`src/rtl/condition_unit_pkg.sv`:
```
`default_nettype none
// ============================================================================
// Module      : condition_unit_pkg
// Description : Shared types and constants for the branch condition unit:
//               branch-type encoding, ARM-style condition codes and the bit
//               positions of N, Z, C, V inside the stored flag vector.
// Revision    : 1.0 - initial release
// ============================================================================
package condition_unit_pkg;

    // Branch flavours carried on br_type_i
    typedef enum logic [1:0] {
        BR_UNCOND = 2'b00,
        BR_CBZ    = 2'b01,
        BR_CBNZ   = 2'b10,
        BR_COND   = 2'b11
    } br_type_t;

    // Condition codes for B.cond
    localparam logic [3:0] COND_EQ = 4'b0000;
    localparam logic [3:0] COND_NE = 4'b0001;
    localparam logic [3:0] COND_HS = 4'b0010;
    localparam logic [3:0] COND_LO = 4'b0011;
    localparam logic [3:0] COND_MI = 4'b0100;
    localparam logic [3:0] COND_PL = 4'b0101;
    localparam logic [3:0] COND_VS = 4'b0110;
    localparam logic [3:0] COND_VC = 4'b0111;
    localparam logic [3:0] COND_HI = 4'b1000;
    localparam logic [3:0] COND_LS = 4'b1001;
    localparam logic [3:0] COND_GE = 4'b1010;
    localparam logic [3:0] COND_LT = 4'b1011;
    localparam logic [3:0] COND_GT = 4'b1100;
    localparam logic [3:0] COND_LE = 4'b1101;
    localparam logic [3:0] COND_AL = 4'b1110;
    localparam logic [3:0] COND_NV = 4'b1111;

    // Bit positions inside the {N,Z,C,V} vector (MSB = N)
    localparam int unsigned FLAG_N = 3;
    localparam int unsigned FLAG_Z = 2;
    localparam int unsigned FLAG_C = 1;
    localparam int unsigned FLAG_V = 0;

endpackage
`default_nettype wire

```
`src/rtl/cond_decode.sv`:
```
`default_nettype none
// ============================================================================
// Module      : cond_decode
// Description : Purely combinational condition-code evaluator. Maps a B.cond
//               condition code and an NZCV vector to a single taken bit.
// Revision    : 1.0 - initial release
// ============================================================================
module cond_decode
    import condition_unit_pkg::*;
#(
    parameter int COND_LENGTH = 4,
    parameter int FLAG_COUNT  = 4
) (
    input  logic [COND_LENGTH-1:0] cond_i,
    input  logic [FLAG_COUNT-1:0]  flags_i,
    output logic                   taken_o
);

    logic w_n;
    logic w_z;
    logic w_c;
    logic w_v;

    assign w_n = flags_i[FLAG_N];
    assign w_z = flags_i[FLAG_Z];
    assign w_c = flags_i[FLAG_C];
    assign w_v = flags_i[FLAG_V];

    // Evaluate the selected condition against the supplied flags
    always_comb begin
        taken_o = 1'b0;
        case (cond_i[3:0])
            COND_EQ: taken_o = w_z;
            COND_NE: taken_o = ~w_z;
            COND_HS: taken_o = w_c;
            COND_LO: taken_o = ~w_c;
            COND_MI: taken_o = w_n;
            COND_PL: taken_o = ~w_n;
            COND_VS: taken_o = w_v;
            COND_VC: taken_o = ~w_v;
            COND_HI: taken_o = w_c & ~w_z;
            COND_LS: taken_o = ~(w_c & ~w_z);
            COND_GE: taken_o = (w_n == w_v);
            COND_LT: taken_o = (w_n != w_v);
            COND_GT: taken_o = ~w_z & (w_n == w_v);
            COND_LE: taken_o = ~(~w_z & (w_n == w_v));
            COND_AL: taken_o = 1'b1;
            COND_NV: taken_o = 1'b1;
            default: taken_o = 1'b0;
        endcase
    end

endmodule
`default_nettype wire

```
`src/rtl/condition_unit.sv`:
```
`default_nettype none
// ============================================================================
// Module      : condition_unit
// Description : Branch condition unit. Keeps an NZCV register loaded from the
//               ALU and produces a registered taken decision one cycle after
//               each accepted branch request. Stall freezes everything.
// Revision    : 1.0 - initial release
// ============================================================================
module condition_unit
    import condition_unit_pkg::*;
#(
    parameter int COND_LENGTH = 4,
    parameter int FLAG_COUNT  = 4
) (
    input  logic                   clk_i,
    input  logic                   reset_i,
    input  logic                   negative_i,
    input  logic                   zero_i,
    input  logic                   carryout_i,
    input  logic                   overflow_i,
    input  logic                   set_flags_i,
    input  logic                   stall_i,
    input  logic                   br_valid_i,
    input  logic [1:0]             br_type_i,
    input  logic [COND_LENGTH-1:0] cond_i,
    output logic                   taken_o,
    output logic                   taken_valid_o,
    output logic [FLAG_COUNT-1:0]  flags_o
);

    logic [FLAG_COUNT-1:0] r_flags;
    logic                  r_taken;
    logic                  r_taken_valid;
    logic [FLAG_COUNT-1:0] w_alu_flags;
    logic                  w_cond_taken;
    logic                  w_decision;

    // Pack the live ALU status bits into NZCV order
    always_comb begin
        w_alu_flags         = '0;
        w_alu_flags[FLAG_N] = negative_i;
        w_alu_flags[FLAG_Z] = zero_i;
        w_alu_flags[FLAG_C] = carryout_i;
        w_alu_flags[FLAG_V] = overflow_i;
    end

    // B.cond looks at the stored (pre-update) flags, never the live ones
    cond_decode #(
        .COND_LENGTH (COND_LENGTH),
        .FLAG_COUNT  (FLAG_COUNT)
    ) u_cond_decode (
        .cond_i  (cond_i),
        .flags_i (r_flags),
        .taken_o (w_cond_taken)
    );

    // Select the decision for the requested branch type
    always_comb begin
        w_decision = 1'b0;
        case (br_type_t'(br_type_i))
            BR_UNCOND: w_decision = 1'b1;
            BR_CBZ:    w_decision = zero_i;
            BR_CBNZ:   w_decision = ~zero_i;
            BR_COND:   w_decision = w_cond_taken;
            default:   w_decision = 1'b0;
        endcase
    end

    // Flag register and registered decision; stall holds every bit
    always_ff @(posedge clk_i or posedge reset_i) begin
        if (reset_i) begin
            r_flags       <= '0;
            r_taken       <= 1'b0;
            r_taken_valid <= 1'b0;
        end else if (!stall_i) begin
            if (set_flags_i) begin
                r_flags <= w_alu_flags;
            end
            if (br_valid_i) begin
                r_taken <= w_decision;
            end
            r_taken_valid <= br_valid_i;
        end
    end

    assign taken_o       = r_taken;
    assign taken_valid_o = r_taken_valid;
    assign flags_o       = r_flags;

endmodule
`default_nettype wire

```
`config.mk`:
```
export PLATFORM = sky130hd
export DESIGN_NAME = condition_unit
export DESIGN_NICKNAME = d
export VERILOG_FILES = /design/src/rtl/condition_unit_pkg.sv /design/src/rtl/cond_decode.sv /design/src/rtl/condition_unit.sv
export SDC_FILE = /design/constraint.sdc
export NUM_CORES = 1
export LEC_CHECK = 0
export CAP_MARGIN = 25
export CORE_AREA = 2 2 39 41
export DETAILED_ROUTE_END_ITERATION = 12
export DIE_AREA = 0 0 41 43
export PLACE_DENSITY_LB_ADDON = 0.25
export SLEW_MARGIN = 30
export SYNTH_ARGS = -nofsm -noshare
export SYNTH_HDL_FRONTEND = slang
export SYNTH_SLANG_ARGS = --single-unit
export TNS_END_PERCENT = 100
```
`constraint.sdc`:
```
create_clock -name clk_i -period 2.1 [get_ports clk_i]
set_clock_uncertainty 0.15 [all_clocks]
set_input_delay 0.42 -clock clk_i [delete_from_list [all_inputs] [get_ports clk_i]]
set_output_delay 0.42 -clock clk_i [all_outputs]
set_load 0.05 [all_outputs]
```
Word level (Yosys, flattened, before mapping)
Index checks and enable logic that the tools add are counted.
{"block": "totals", "reg_bits": 6, "out_inout_bits": 6, "latch_bits": 0, "mem_bits_rw": 0, "rom_bits": 0, "memories": 0, "input_bits": 15}
{"block": "classes", "eq_ne": 20, "addsub": 0, "magnitude_cmp": 0, "n_shift": 0, "n_mul": 0, "n_reduce_logical": 5, "mux": 2, "div_mod_pow": 0, "bitwise_logic": 10}
{"op": "$eq 4x4->1 const B", "n": 8}
{"op": "$eq 4x3->1 const B", "n": 4}
{"op": "$pmux 1 s15", "n": 1}
{"op": "$eq 4x2->1 const B", "n": 2}
{"op": "$not 1->1", "n": 8}
{"op": "$eq 2x2->1 const B", "n": 2}
{"op": "$eq 4x1->1 const B", "n": 1}
{"op": "$logic_not 4->1", "n": 1}
{"op": "$pmux 1 s4", "n": 1}
{"op": "$reduce_and 2->1", "n": 2}
{"op": "$and 1x1->1", "n": 2}
{"op": "$eq 2x1->1 const B", "n": 1}
{"op": "$logic_not 2->1", "n": 1}
{"op": "$reduce_or 2->1", "n": 1}
{"op": "$eq 1x1->1", "n": 1}
{"op": "$ne 1x1->1", "n": 1}

Depth between registers and ports, before layout
Gate-level depths: netlist of run 1.
{"block": "depth", "word_depth": 5, "ltp_mapped": 6, "depth_no_buf": 5}

Hierarchy
A second synthesis of run 1 with hierarchy kept.
{"block": "unflattened", "cells_unflattened": 49, "hier_area_um2": 451.7}
{"module": "condition_unit", "n_inst": 1, "area_per_inst_um2": 266.5, "cells_per_inst": 19}
{"module": "cond_decode", "n_inst": 1, "area_per_inst_um2": 185.2, "cells_per_inst": 30}

Least setup slack after synthesis of run 1
OpenSTA, ideal clock, no wires.
{"block": "synth_path", "kind": "reg2reg", "from": "register r_flags[0] (netlist: flags_o[0])", "to": "register r_taken (netlist: taken_o)", "setup_time_ns": 0.124, "setup_slack_ns": 0.294, "stages_incl_launch_ff": 6, "t_arrival_ns": 1.532, "required_ns": 1.826, "path_cell_list": "dfrtp_1 > xnor2_1 > xor2_1 > a311oi_1 > o2111a_1 > o21ai_2"}
{"block": "synth_via", "elab_chain_len": 5, "word_cells_on_any_way": 7, "cone_classes": "2 x eq/ne; 2 x mux; 3 x bitwise"}
{"element": "from (decl)", "line_no": "condition_unit.sv:31", "rtl": "logic [FLAG_COUNT-1:0] r_flags;"}
{"element": "from (signal assigned)", "line_no": "condition_unit.sv:77", "rtl": "r_flags <= w_alu_flags;"}
{"element": "$eq 1x1->1", "line_no": "cond_decode.sv:43, cond_decode.sv:45, cond_decode.sv:46"}
{"element": "$and 1x1->1", "line_no": "cond_decode.sv:45, cond_decode.sv:46"}
{"element": "$not 1->1", "line_no": "cond_decode.sv:46", "rtl": "COND_LE: taken_o = ~(~w_z & (w_n == w_v));"}
{"element": "$pmux 1 s15 *", "line_no": "cond_decode.sv:32", "rtl": "case (cond_i[3:0])"}
{"element": "$pmux 1 s4 *", "line_no": "condition_unit.sv:60", "rtl": "case (br_type_t'(br_type_i))"}
{"element": "to (signal assigned)", "line_no": "condition_unit.sv:80", "rtl": "r_taken <= w_decision;"}
{"element": "to (decl)", "line_no": "condition_unit.sv:32", "rtl": "logic r_taken;"}
Every way passes the cells marked *; elsewhere a longest branch is shown, timed or not.
A chain may end at the register's enable or synchronous reset.

Final worst setup path of run 1
{"block": "layout_path", "from": "register r_taken (netlist: taken_o)", "to": "output port taken_o"}
{"element": "to (decl)", "line_no": "condition_unit.sv:26", "rtl": "output logic taken_o,"}
No word-level cell between the ends.

==> reports/qor_table.md, run 1 <==
| Quantity | This run |
|---|---|
| Status | complete, no violations |
| Sinks on the clock net | 6 |
| Clock slew seen by the registers of the worst setup and hold paths | 0.04 ns |
| Stage delay of the slowest cell on the critical path | 0.80 ns |
| Total internal power | 0.292 mW |
| Iteration count of the initial detailed-routing pass | 4 |
| Fraction of the mapped netlist area in compound gates | 19.8% |
| Critical Path Fanout Max | 2 |
| Fmax achieved | 512 MHz |
| Leakage component of the power | 0.284 nW |
| Port bufs | 20 |
| Unrepaired setup endpoints after global routing | no |
| CP endpoint kind | output pin |
| Average via count per standard cell | 5.13 |
| Met1 Wirelength | 441 µm |
| FF+latch count, synth | 6 |
| Width of the die | 41 µm |
| Combined area of the multi-input logic cells | 268 µm² |
| Overall die height | 43 µm |
| Net total in the final layout | 85 |
| Fraction of the mapped netlist area in simple logic gates | 18.9% |
| Worst Path Class, Setup | reg2out |
| Area delta synth->final | 60.8% |
| CTS-repair resized insts | 0 |
| Family with the most delay on the worst path | buffers and inverters |
| Count of distinct cell types in the synthesized netlist | 28 |
| Arithmetic-cell share of the synthesized area counting full adders, half adders and majority gates | 0% |
| Post-synthesis sequential area ratio | 34.9% |
| Number of global-route vias before repair | 404 |
| Flip-flop and latch area | 150 µm² |
| Synthesis Warnings | 0 |
| Number of antenna violations at the first check in global routing | 0 |
| Effective utilization at floorplan | 31.1% |
| Clock share of power | 22.4% |
| Post-route ant nets | 0 |
| Layout cell share with drive strength beyond 1 | 25.0% |
| Die area | 1760 µm² |
| Global-route wire length before repair | 1660 µm |
| Post-synth EDFFs | 0 |
| Final hold vios | 0 |
| Sum of buffers and inverters on the critical path | 1 |
| DR vias | 431 |
| Number of standard-cell rows in the floorplan | 14 |
| Number of max-slew violations in the final report | 0 |
| TritonCTS clock tree | built |
| Clock latency on the worst-skew pair | 0.24 ns |
| Uppermost signal routing layer after detailed routing | met4 |
| Buffers inserted by post-CTS timing repair | 0 |
| First-iteration detailed-routing DRC count | 7 |
| Power density over the cells | 667 nW/µm² |
| Final Setup Violations | 0 |
| Number of buffers created by CTS | 3 |
| Combinational fraction of design power | 45.0% |
| Number of max-capacitance violations reported | 0 |
| Startpoint kind of the worst setup timing path | flip-flop |
| Post-DP HPWL | 774 µm |
| Pin count of the biggest net entering global routing | 9 |
| Worst-case hold slack | 0.237 ns |
| Proportion of power drawn by flip-flops and latches | 32.7% |
| Filler cell count | 137 |
| Xor/xnor share of the synthesized area | 6.10% |
| Net Sw Power | 0.170 mW |
| Area of the core | 1380 µm² |
| Area after detailed placement | 669 µm² |
| Share of cell area taken by muxes after synthesis | 17.4% |
| Post-Layout Inst Area | 692 µm² |
| Area of the mapped netlist | 430 µm² |
| Async set-reset flop share out of synthesis | 100% |
| Final routed wirelength across all metal layers | 976 µm |
| Relative slew slack | 67.0% |
| Share of the core filled with cells | 50.0% |
| I/O pin total | 21 |
| Number of hold buffers added after CTS | 0 |
| Setup slack, reg-to-reg | 0.40 ns |
| VDD IR-drop max | 0.000333 V |
| Number of nets in the synthesized netlist | 57 |
| Accumulated negative setup slack | 0 ns |
| Share of total power consumed by net switching | 36.8% |
| Level count of the clock H-tree | 1 |
| GRT Resource Usage Total | 13.9% |
| Fin crit share | 93.0% |
| Sum of overflow across all layers after global routing | 0 |
| CP Data Required Time | 1.53 ns |
| Antenna diode instance count | 0 |
| Total met3 wirelength after detailed routing | 65 µm |
| Average footprint of a synthesized cell | 10.2 µm² |
| Slew @ Worst Pin | 0.494 ns |
| Post-route DRC | 0 |
| Data arrival, critical path | 1.38 ns |
| Combinational family with the most area after synthesis | compound AO/OA/AOI/OAI gates |
| Cell count after synthesis | 42 |
| Placer congestion estimate | 0.648 |
| HP Class | in2async |
| Final Critical Period | 1.95 ns |
| Average wire per cell in the routed design | 11.6 µm |
| Routed wire length on met2 | 463 µm |
| Cell-by-cell trace of the critical path | clkdlybuf4s50_1 |
| Clock Tree Buf Depth | 2 |
| Dominant synthesized flop cell | sky130_fd_sc_hd__dfrtp_1 |
| Critical-path top delay cell | sky130_fd_sc_hd__clkdlybuf4s50_1 |
| CTS Root Cell | sky130_fd_sc_hd__clkbuf_4 |
[power by group through the flow]
stage	Clock [mW]	Sequential, mW	Combinational, mW
6_report	0.103	0.151	0.208
5_1_grt	0.117	0.155	0.221
4_1_cts	0.110	0.151	0.209
3_5_place_dp	0	0.153	0.208
3_3_place_gp	0	0.153	0.207
2_1_floorplan	0	0.210	0.0685
[per-stage QoR]
| stage | setup WS (ns) | std cells | power, mW |
|---|---|---|---|
| 2_1_floorplan | 0.294 | 42 | 0.279 |
| 3_3_place_gp | 0.00499 | 81 | 0.360 |
| 3_5_place_dp | 0.000467 | 81 | 0.361 |
| 4_1_cts | 0.129 | 84 | 0.471 |
| 5_1_grt | 0.110 | 84 | 0.493 |
| 6_report | 0.146 | 84 | 0.462 |
[cell type report]
type / count / area share (%)
Multi-Input combinational cell: 33 / 38.7
Tap cell: 16 / 2.89
Clock buffer: 3 / 3.25
Sequential cell: 6 / 21.7
Inverter: 1 / 0.542
Timing Repair Buffer: 25 / 32.9
[layer usage]
layer,track usage [%],vias up
li1,-,214
met1,19.6,200
met2,18.8,15
met3,1.57,2
met4,10.0,0
met5,0,-
[path summary, 6_finish.rpt]
kind                                                 from                         to  cells past startpoint
worst max-delay path                  taken_o$_DFFE_PP0P_                    taken_o                      1
worst min-delay path                              reset_i     flags_o[2]$_DFFE_PP0P_                      2
worst max register to register     flags_o[0]$_DFFE_PP0P_        taken_o$_DFFE_PP0P_                      5
worst min register to register  taken_valid_o$_DFFE_PP0N_  taken_valid_o$_DFFE_PP0N_                      1
max in group asynchronous                         reset_i     flags_o[1]$_DFFE_PP0P_                      2
min in group clk_i              taken_valid_o$_DFFE_PP0N_  taken_valid_o$_DFFE_PP0N_                      1
[cell usage in the layout (no fill, tap or decap), drive strengths merged]
cell type | netlist | routed
nor2 | 1 | 1
inv | 1 | 1
xor2 | 1 | 1
and4b | 1 | 1
nand3 | 1 | 1
o311a | 1 | 1
mux2 | 4 | 4
o2bb2ai | 1 | 1
a22oi | 1 | 1
o211ai | 1 | 1
o21ai | 1 | 1
or3 | 1 | 1
a21o | 2 | 2
nand3b | 1 | 1
a311oi | 1 | 1
nor2b | 3 | 3
buf | 1 | 9
nor3 | 1 | 1
nand4b | 1 | 1
a211oi | 1 | 1
clkdlybuf4s50 | 0 | 16
o2111a | 1 | 1
xnor2 | 2 | 2
nand2b | 1 | 1
clkbuf | 1 | 3
nand4 | 1 | 1
nand2 | 1 | 1
mux2i | 3 | 3
dfrtp | 6 | 6
[cells in the mapped netlist, types with 2 or more instances]
| library cell | instances | share of area [%] |
|---|---|---|
| sky130_fd_sc_hd__mux2i_1 | 3 | 7.0 |
| sky130_fd_sc_hd__a21o_1 | 2 | 3.5 |
| sky130_fd_sc_hd__mux2_2 | 4 | 10 |
| sky130_fd_sc_hd__nor2b_1 | 3 | 4.4 |
| sky130_fd_sc_hd__dfrtp_1 | 6 | 35 |
| sky130_fd_sc_hd__xnor2_1 | 2 | 4.1 |
[state kept, by name, summed over array words and instances (netlist names)]
signal and cells:
taken_valid_o 1, flags_o 4, taken_o 1
[cells by family (layout without fill, tap and decap cells)]
logic type | count (synthesis) | in the layout
xor+xnor | 3 | 3
flops | 6 | 6
simple gates | 13 | 13
compound gates | 10 | 10
buf+inv | 3 | 29
mux | 7 | 7
Note: power is estimated with default switching activity, not from simulation.
==> run 2, diff against run 1 <==
clock period = 1.7 ns   (was 2.1 ns; I/O delays follow)
==> reports/qor_table.md, run 2 (synthesis gave the netlist of run 1 again) <==
| Quantity | This run | vs previous |
|---|---|---|
| Filler cell count | 126 | -8.0% |
| CTS Root Cell | sky130_fd_sc_hd__clkbuf_4 |  |
| Stage delay of the slowest cell on the critical path | 0.46 ns | -0.34 ns |
| Clock latency on the worst-skew pair | 0.25 ns | about the same |
| Buffers inserted by post-CTS timing repair | 0 | unchanged |
| VDD IR-drop max | 0.000497 V | +49% |
| HP Class | in2async |  |
| Critical Path Fanout Max | 4 | +2 |
| Post-route ant nets | 0 | unchanged |
| Max reg flops | 4 | unchanged |
| Flip-flop and latch area | 155 µm² | +3.3% |
| Net Sw Power | 0.236 mW | +39% |
| Iteration count of the initial detailed-routing pass | 2 | -2 |
| Width of the die | 41 µm | unchanged |
| Layout cell share with drive strength beyond 1 | 40.0% | +15 points |
| Final hold vios | 0 | unchanged |
| Area of the core | 1380 µm² | unchanged |
| Number of standard-cell rows in the floorplan | 14 | unchanged |
| Routed wire length on met2 | 497 µm | +7.3% |
| Share of total power consumed by net switching | 34.3% | -2.5 points |
| Met1 Wirelength | 474 µm | +7.5% |
| Share of the core filled with cells | 59.8% | +9.8 points |
| Final Setup Violations | 0 | unchanged |
| Number of global-route vias before repair | 447 | +11% |
| Power density over the cells | 831 nW/µm² | +25% |
| Fin crit share | 93.3% |  |
| Clock share of power | 20.9% | -1.5 points |
| Average wire per cell in the routed design | 11.5 µm | -0.79% |
| Clock Tree Buf Depth | 2 | unchanged |
| Worst slack, placed | -0.254 ns | -0.254 ns |
| Number of max-capacitance violations reported | 0 | unchanged |
| DR vias | 466 | +8.1% |
| Critical-path top delay cell | sky130_fd_sc_hd__clkdlybuf4s50_1 |  |
| Status | complete, no violations |  |
| Sum of buffers and inverters on the critical path | 1 | unchanged |
| Net total in the final layout | 91 | +7.1% |
| Area delta synth->final | 92.2% |  |
| Final routed wirelength across all metal layers | 1050 µm | +7.5% |
| Overall die height | 43 µm | unchanged |
| Family with the most delay on the worst path | compound AO/OA/AOI/OAI gates |  |
| Average via count per standard cell | 5.12 | -0.20% |
| Combined area of the multi-input logic cells | 275 µm² | +2.8% |
| Number of buffers created by CTS | 3 | unchanged |
| Level count of the clock H-tree | 1 | unchanged |
| Placer congestion estimate | 0.658 | +1.5% |
| Total met3 wirelength after detailed routing | 71 µm | +9.2% |
| Number of antenna violations at the first check in global routing | 0 | unchanged |
| Sum of overflow across all layers after global routing | 0 | unchanged |
| Post-layout worst setup margin | 0.113 ns | -0.0326 ns |
| Final Critical Period | 1.59 ns |  |
| Combinational fraction of design power | 51.4% | +6.4 points |
| Slew @ Worst Pin | 0.276 ns | -0.218 ns |
| GRT Resource Usage Total | 14.8% | +0.90 points |
| Post-route DRC | 0 | unchanged |
| Global-route wire length before repair | 1790 µm | +7.9% |
| Effective utilization at floorplan | 31.1% | unchanged |
| Antenna diode instance count | 0 | unchanged |
| Sinks on the clock net | 6 | unchanged |
| Die area | 1760 µm² | unchanged |
| Number of hold buffers added after CTS | 0 | unchanged |
| Leakage component of the power | 0.365 nW | +28% |
| Most frequent cells in the layout | 11 x sky130_fd_sc_hd__clkdlybuf4s50_1, 11 x sky130_fd_sc_hd__buf_4, 6 x sky130_fd_sc_hd__buf_12 |  |
| Clock slew seen by the registers of the worst setup and hold paths | 0.05 ns | about the same |
| First-iteration detailed-routing DRC count | 8 | +1 |
| Final standard cell count with taps included and fillers excluded | 91 | +8.3% |
| TritonCTS clock tree | built |  |
| Relative slew slack | 81.6% | +15 points |
| Post-DP HPWL | 847 µm | +9.5% |
| Total internal power | 0.452 mW | +55% |
| Pin count of the biggest net entering global routing | 9 | unchanged |
| CP Data Required Time | 1.67 ns | +0.14 ns |
| Proportion of power drawn by flip-flops and latches | 27.7% | -5.0 points |
| CP endpoint kind | flip-flop |  |
| Uppermost signal routing layer after detailed routing | met4 |  |
| Data arrival, critical path | 1.56 ns | +0.18 ns |
| Cell-by-cell trace of the critical path | clkdlybuf4s50_1, and4b_1, a311oi_1, o2111a_1, o21ai_2 |  |
| Worst Path Class, Setup | in2reg |  |
| Startpoint kind of the worst setup timing path | input pin |  |
| Cell count after placement | 87 | +7.4% |
| Port bufs | 20 | unchanged |
| I/O pin total | 21 | unchanged |
| Unrepaired setup endpoints after global routing | no |  |
| Fmax achieved | 630 MHz |  |
| Number of max-slew violations in the final report | 0 | unchanged |
[run 2: cell types whose count changed in the layout (fill, tap and decap cells not counted), sizes merged]
cell           before  now
buf                 9   17
dlymetal6s2s        0    2
clkbuf              3    4
clkdlybuf4s50      16   11
dlygate4sd2         0    1
[run 2: final cells by class]
cell class | instances | share of cell area [%]
Clock buffer | 4 | 3.18
Inverter | 1 | 0.454
Multi-Input combinational cell | 33 | 33.3
Sequential cell | 6 | 18.8
Tap cell | 16 | 2.42
Timing Repair Buffer | 31 | 41.9
[run 2: final timing paths]
kind                                      startpoint                         to  slack (ns)  cells past startpoint
setup reg to reg              flags_o[2]$_DFFE_PP0P_        taken_o$_DFFE_PP0P_        0.12                      5
hold reg to reg            taken_valid_o$_DFFE_PP0N_  taken_valid_o$_DFFE_PP0N_        0.40                      1
hold / removal                               reset_i     flags_o[3]$_DFFE_PP0P_        0.16                      2
min in group clk_i         taken_valid_o$_DFFE_PP0N_  taken_valid_o$_DFFE_PP0N_        0.40                      1
max in group asynchronous                    reset_i     flags_o[1]$_DFFE_PP0P_        1.03                      2
setup / recovery                           cond_i[3]        taken_o$_DFFE_PP0P_        0.11                      5
[run 2: through the flow]
step | total power [mW] | hold slack [ns] | TNS (ns) | area, µm²
global placement | 0.542 | 0.389 | -0.256 | 790
finish | 0.687 | 0.155 | 0 | 827
global route | 0.728 | 0.197 | 0 | 827
detailed placement | 0.543 | 0.388 | -0.254 | 790
floorplan | 0.348 | -0.0193 | 0 | 435
CTS | 0.694 | 0.155 | 0 | 815
[run 2: worst register-to-register path: cells and delay by family (launching register included)]
family,cells,cell delay [ns]
and+or+nand+nor,2,0.36
AOI/OAI and AO/OA,3,0.54
DFF,1,0.40
[run 2: what timing repair did]
action / in CTS / in global routing
gates cloned: 0 / 0
gates resized for setup: 1 / 3
pin swaps: 0 / 0
endpoints found under the setup margin: 1 / 1
[run 2: power groups by stage]
stage          Sequential (mW)  Combinational (mW)  Clock (mW)
6_report                 0.190               0.353       0.144
3_3_place_gp             0.190               0.351           0
3_5_place_dp             0.190               0.353           0
4_1_cts                  0.189               0.353       0.152
5_1_grt                  0.195               0.375       0.159
2_1_floorplan            0.263              0.0846           0
[run 2: per-layer routing]
metal | track usage (%) | up-vias
met5 | 0 | -
met4 | 8.00 | 0
met3 | 1.57 | 2
met2 | 20.3 | 15
met1 | 21.9 | 219
li1 | - | 230
==> run 3, diff against run 2 <==
SYNTH_HIERARCHICAL = 1   (was not set)
==> reports/qor_table.md, run 3 <==
| Quantity | This run | vs previous |
|---|---|---|
| Synthesis Warnings | 6 | +6 |
| FF+latch count, synth | 6 | unchanged |
| Post-synth EDFFs | 0 | unchanged |
| Area of the core | 1380 µm² | unchanged |
| Sum of overflow across all layers after global routing | 0 | unchanged |
| Number of nets in the synthesized netlist | 64 | +12% |
| Fin crit share | 99.9% | +6.5 points |
| Final Critical Period | 1.70 ns | +0.111 ns |
| Accumulated negative setup slack | 0 ns | unchanged |
| Unrepaired setup endpoints after global routing | yes |  |
| Clock Tree Buf Depth | 2 | unchanged |
| Fmax achieved | 589 MHz | -6.6% |
| Number of max-slew violations in the final report | 0 | unchanged |
| Number of cell instances on the worst register-to-register path | 7 | +2 |
| Portion of synthesized cell area occupied by the leading cell type | 33.2% | -1.6 points |
| I/O pin total | 21 | unchanged |
| HP Class | in2async |  |
| Number of standard-cell rows in the floorplan | 14 | unchanged |
| Width of the die | 41 µm | unchanged |
| First-iteration detailed-routing DRC count | 5 | -3 |
| TritonCTS clock tree | built |  |
| DR vias | 487 | +4.5% |
| Top cells by count, synth | 7 x sky130_fd_sc_hd__nand2_1, 6 x sky130_fd_sc_hd__dfrtp_1, 4 x sky130_fd_sc_hd__mux2_4 |  |
| Leakage component of the power | 0.382 nW | +4.6% |
| CP endpoint kind | flip-flop |  |
| Power density over the cells | 790 nW/µm² | -5.0% |
| Startpoint kind of the worst setup timing path | flip-flop |  |
| Count of distinct cell types in the synthesized netlist | 24 | -14% |
| Post-route ant nets | 0 | unchanged |
| Data arrival, critical path | 1.71 ns | +0.15 ns |
| Overall power | 0.663 mW | -3.5% |
| Timing startpoint of the critical path | flags_o[0]$_DFFE_PP0P_ |  |
| VDD IR-drop max | 0.000587 V | +18% |
| Level count of the clock H-tree | 1 | unchanged |
| Net total in the final layout | 97 | +6.6% |
| Slew @ Worst Pin | 0.284 ns | +0.00761 ns |
| Max reg flops | 4 | unchanged |
| Clock slew seen by the registers of the worst setup and hold paths | 0.05 ns | about the same |
| Library cell with the largest summed area after synthesis | sky130_fd_sc_hd__dfrtp_1 |  |
| Placer congestion estimate | 0.758 | +15% |
| Total internal power | 0.438 mW | -3.0% |
| Layout cell share with drive strength beyond 1 | 39.5% | -0.49 points |
| Post-DP HPWL | 831 µm | -1.9% |
| Net Sw Power | 0.225 mW | -4.6% |
| Share of the core filled with cells | 60.7% | +0.90 points |
| Cell count after synthesis | 49 | +17% |
| Async set-reset flop share out of synthesis | 100% | unchanged |
| Effective utilization at floorplan | 32.6% | +1.5 points |
| Worst Path Class, Setup | reg2reg |  |
| Worst-case hold slack | 0.160 ns | +0.00479 ns |
| Dominant synthesized flop cell | sky130_fd_sc_hd__dfrtp_1 |  |
| Most common cell in the netlist | sky130_fd_sc_hd__nand2_1 |  |
| Proportion of power drawn by flip-flops and latches | 29.1% | +1.4 points |
| Post-route DRC | 0 | unchanged |
| Number of global-route vias before repair | 460 | +2.9% |
| Relative slew slack | 81.0% | -0.62 points |
| Pin count of the biggest net entering global routing | 10 | +1 |
| Average wire per cell in the routed design | 10.1 µm | -12% |
| Synth area leaders | sky130_fd_sc_hd__dfrtp_1 33%, sky130_fd_sc_hd__mux2_4 13%, sky130_fd_sc_hd__nand2_1 5.8%, sky130_fd_sc_hd__a31oi_1 4.2%, sky130_fd_sc_hd__nand2b_1 4.2% |  |
| Iteration count of the initial detailed-routing pass | 4 | +2 |
| Share of total power consumed by net switching | 33.9% | -0.38 points |
| Average via count per standard cell | 5.02 | -2.0% |
| CTS Root Cell | sky130_fd_sc_hd__clkbuf_4 |  |
| Combinational fraction of design power | 49.9% | -1.5 points |
| Die area | 1760 µm² | unchanged |
| Antenna diode instance count | 0 | unchanged |
| Global-route wire length before repair | 1770 µm | -1.2% |
| Final hold vios | 0 | unchanged |
| Number of antenna violations at the first check in global routing | 0 | unchanged |
| Sinks on the clock net | 6 | unchanged |
| Startpoint of the lowest-slack register-to-register path | flags_o[0]$_DFFE_PP0P_ |  |
| Endpoint of the worst register-to-register path | taken_o$_DFFE_PP0P_ |  |
| Final routed wirelength across all metal layers | 982 µm | -6.4% |
| Status | complete, no violations |  |
| GRT Resource Usage Total | 14.2% | -0.55 points |
| Clock latency on the worst-skew pair | 0.24 ns | about the same |
| CP Data Required Time | 1.71 ns | +0.04 ns |
| Overall die height | 43 µm | unchanged |
| Port bufs | 20 | unchanged |
| Area delta synth->final | 85.9% |  |
| Area of the mapped netlist | 452 µm² | +4.9% |
| Post-synthesis sequential area ratio | 33.2% | -1.6 points |
| Final Setup Violations | 0 | unchanged |
| Critical Path Fanout Max | 3 | -1 |
| Average footprint of a synthesized cell | 9.22 µm² | -10% |
| Most frequent cells in the layout | 10 x sky130_fd_sc_hd__clkdlybuf4s50_1, 9 x sky130_fd_sc_hd__buf_4, 7 x sky130_fd_sc_hd__nand2_1 |  |
| Number of buffers created by CTS | 3 | unchanged |
| Commonest non-fill, non-tap cell in the layout | sky130_fd_sc_hd__clkdlybuf4s50_1 |  |
| Clock share of power | 21.1% | +0.2 points |
| Number of max-capacitance violations reported | 0 | unchanged |
| Filler cell count | 116 | -7.9% |
| Setup slack, reg-to-reg | 0.002 ns | -0.12 ns |
[run 3: changes by cell type after synthesis, moves of 3 or more]
cell / before / now
sky130_fd_sc_hd__nand2_1: 1 / 7
sky130_fd_sc_hd__mux2_2: 4 / 0
sky130_fd_sc_hd__mux2_4: 0 / 4
sky130_fd_sc_hd__a31oi_1: 0 / 3
sky130_fd_sc_hd__nor2b_1: 3 / 0
sky130_fd_sc_hd__o21ai_0: 0 / 3
[run 3: layout make-up]
| cell class | instances | area [µm²] | share of cell area [%] |
|---|---|---|---|
| inverter | 2 | 7.51 | 0.894 |
| multi-input combinational | 40 | 308 | 36.7 |
| clock buffer | 4 | 26.3 | 3.13 |
| tap | 16 | 20.0 | 2.38 |
| timing repair buffer | 29 | 324 | 38.6 |
| sequential | 6 | 154 | 18.3 |
[run 3: metal layers]
| layer | routed length [µm] | vias up | GRT usage [%] |
|---|---|---|---|
| met3 | 78 | 2 | 3.14 |
| li1 | - | 243 | - |
| met2 | 464 | 22 | 21.9 |
| met4 | 4 | 0 | 4.00 |
| met5 | 0 | - | 0 |
| met1 | 435 | 220 | 19.3 |
[run 3: worst max path at each step]
stage                                to  slack [ns]
global placement    taken_o$_DFFE_PP0P_       -0.43
floorplan           taken_o$_DFFE_PP0P_       -0.08
CTS                 taken_o$_DFFE_PP0P_       -0.03
detailed placement  taken_o$_DFFE_PP0P_       -0.48
global route        taken_o$_DFFE_PP0P_       -0.08
finish              taken_o$_DFFE_PP0P_       0.002
[run 3: through the flow]
| step | worst slack (ns) | instance area [µm²] | std cells |
|---|---|---|---|
| floorplan | -0.0784 | 463 | 49 |
| global placement | -0.429 | 798 | 92 |
| detailed placement | -0.481 | 798 | 92 |
| CTS | -0.0312 | 831 | 96 |
| global route | -0.0836 | 840 | 97 |
| finish | 0.00221 | 840 | 97 |
[run 3: power groups by stage]
stage	logic (mW)	registers (mW)	clock network (mW)
global placement	0.324	0.194	0
detailed placement	0.326	0.194	0
floorplan	0.0882	0.259	0
finish	0.331	0.193	0.140
global route	0.353	0.196	0.155
CTS	0.328	0.194	0.144
[run 3: worst max-delay path, stage by stage, from the launching register on]
cell,delay [ns]
sky130_fd_sc_hd__dfrtp_2,0.42
sky130_fd_sc_hd__xor2_1,0.15
sky130_fd_sc_hd__or4b_1,0.47
sky130_fd_sc_hd__nand2_1,0.07
sky130_fd_sc_hd__nand2_1,0.06
sky130_fd_sc_hd__o2111ai_2,0.08
sky130_fd_sc_hd__a31oi_1,0.10
sky130_fd_sc_hd__o21ai_1,0.12
[run 3: cells by family after synthesis]
| family | synth area share [%] |
|---|---|
| and+or+nand+nor | 26.3 |
| xor gates and xnor gates | 3.88 |
| AOI/OAI and AO/OA | 18.3 |
| DFF | 33.2 |
| muxes | 15.5 |
| buffers and inverters | 2.77 |
[run 3: what timing repair did]
item / in CTS / in global routing
hold endpoints to repair: 0 / 0
hold buffers: 0 / 0
buffers inserted: 0 / 1
gates resized for setup: 6 / 2
endpoints found under the setup margin: 1 / 1
pin swaps: 4 / 1
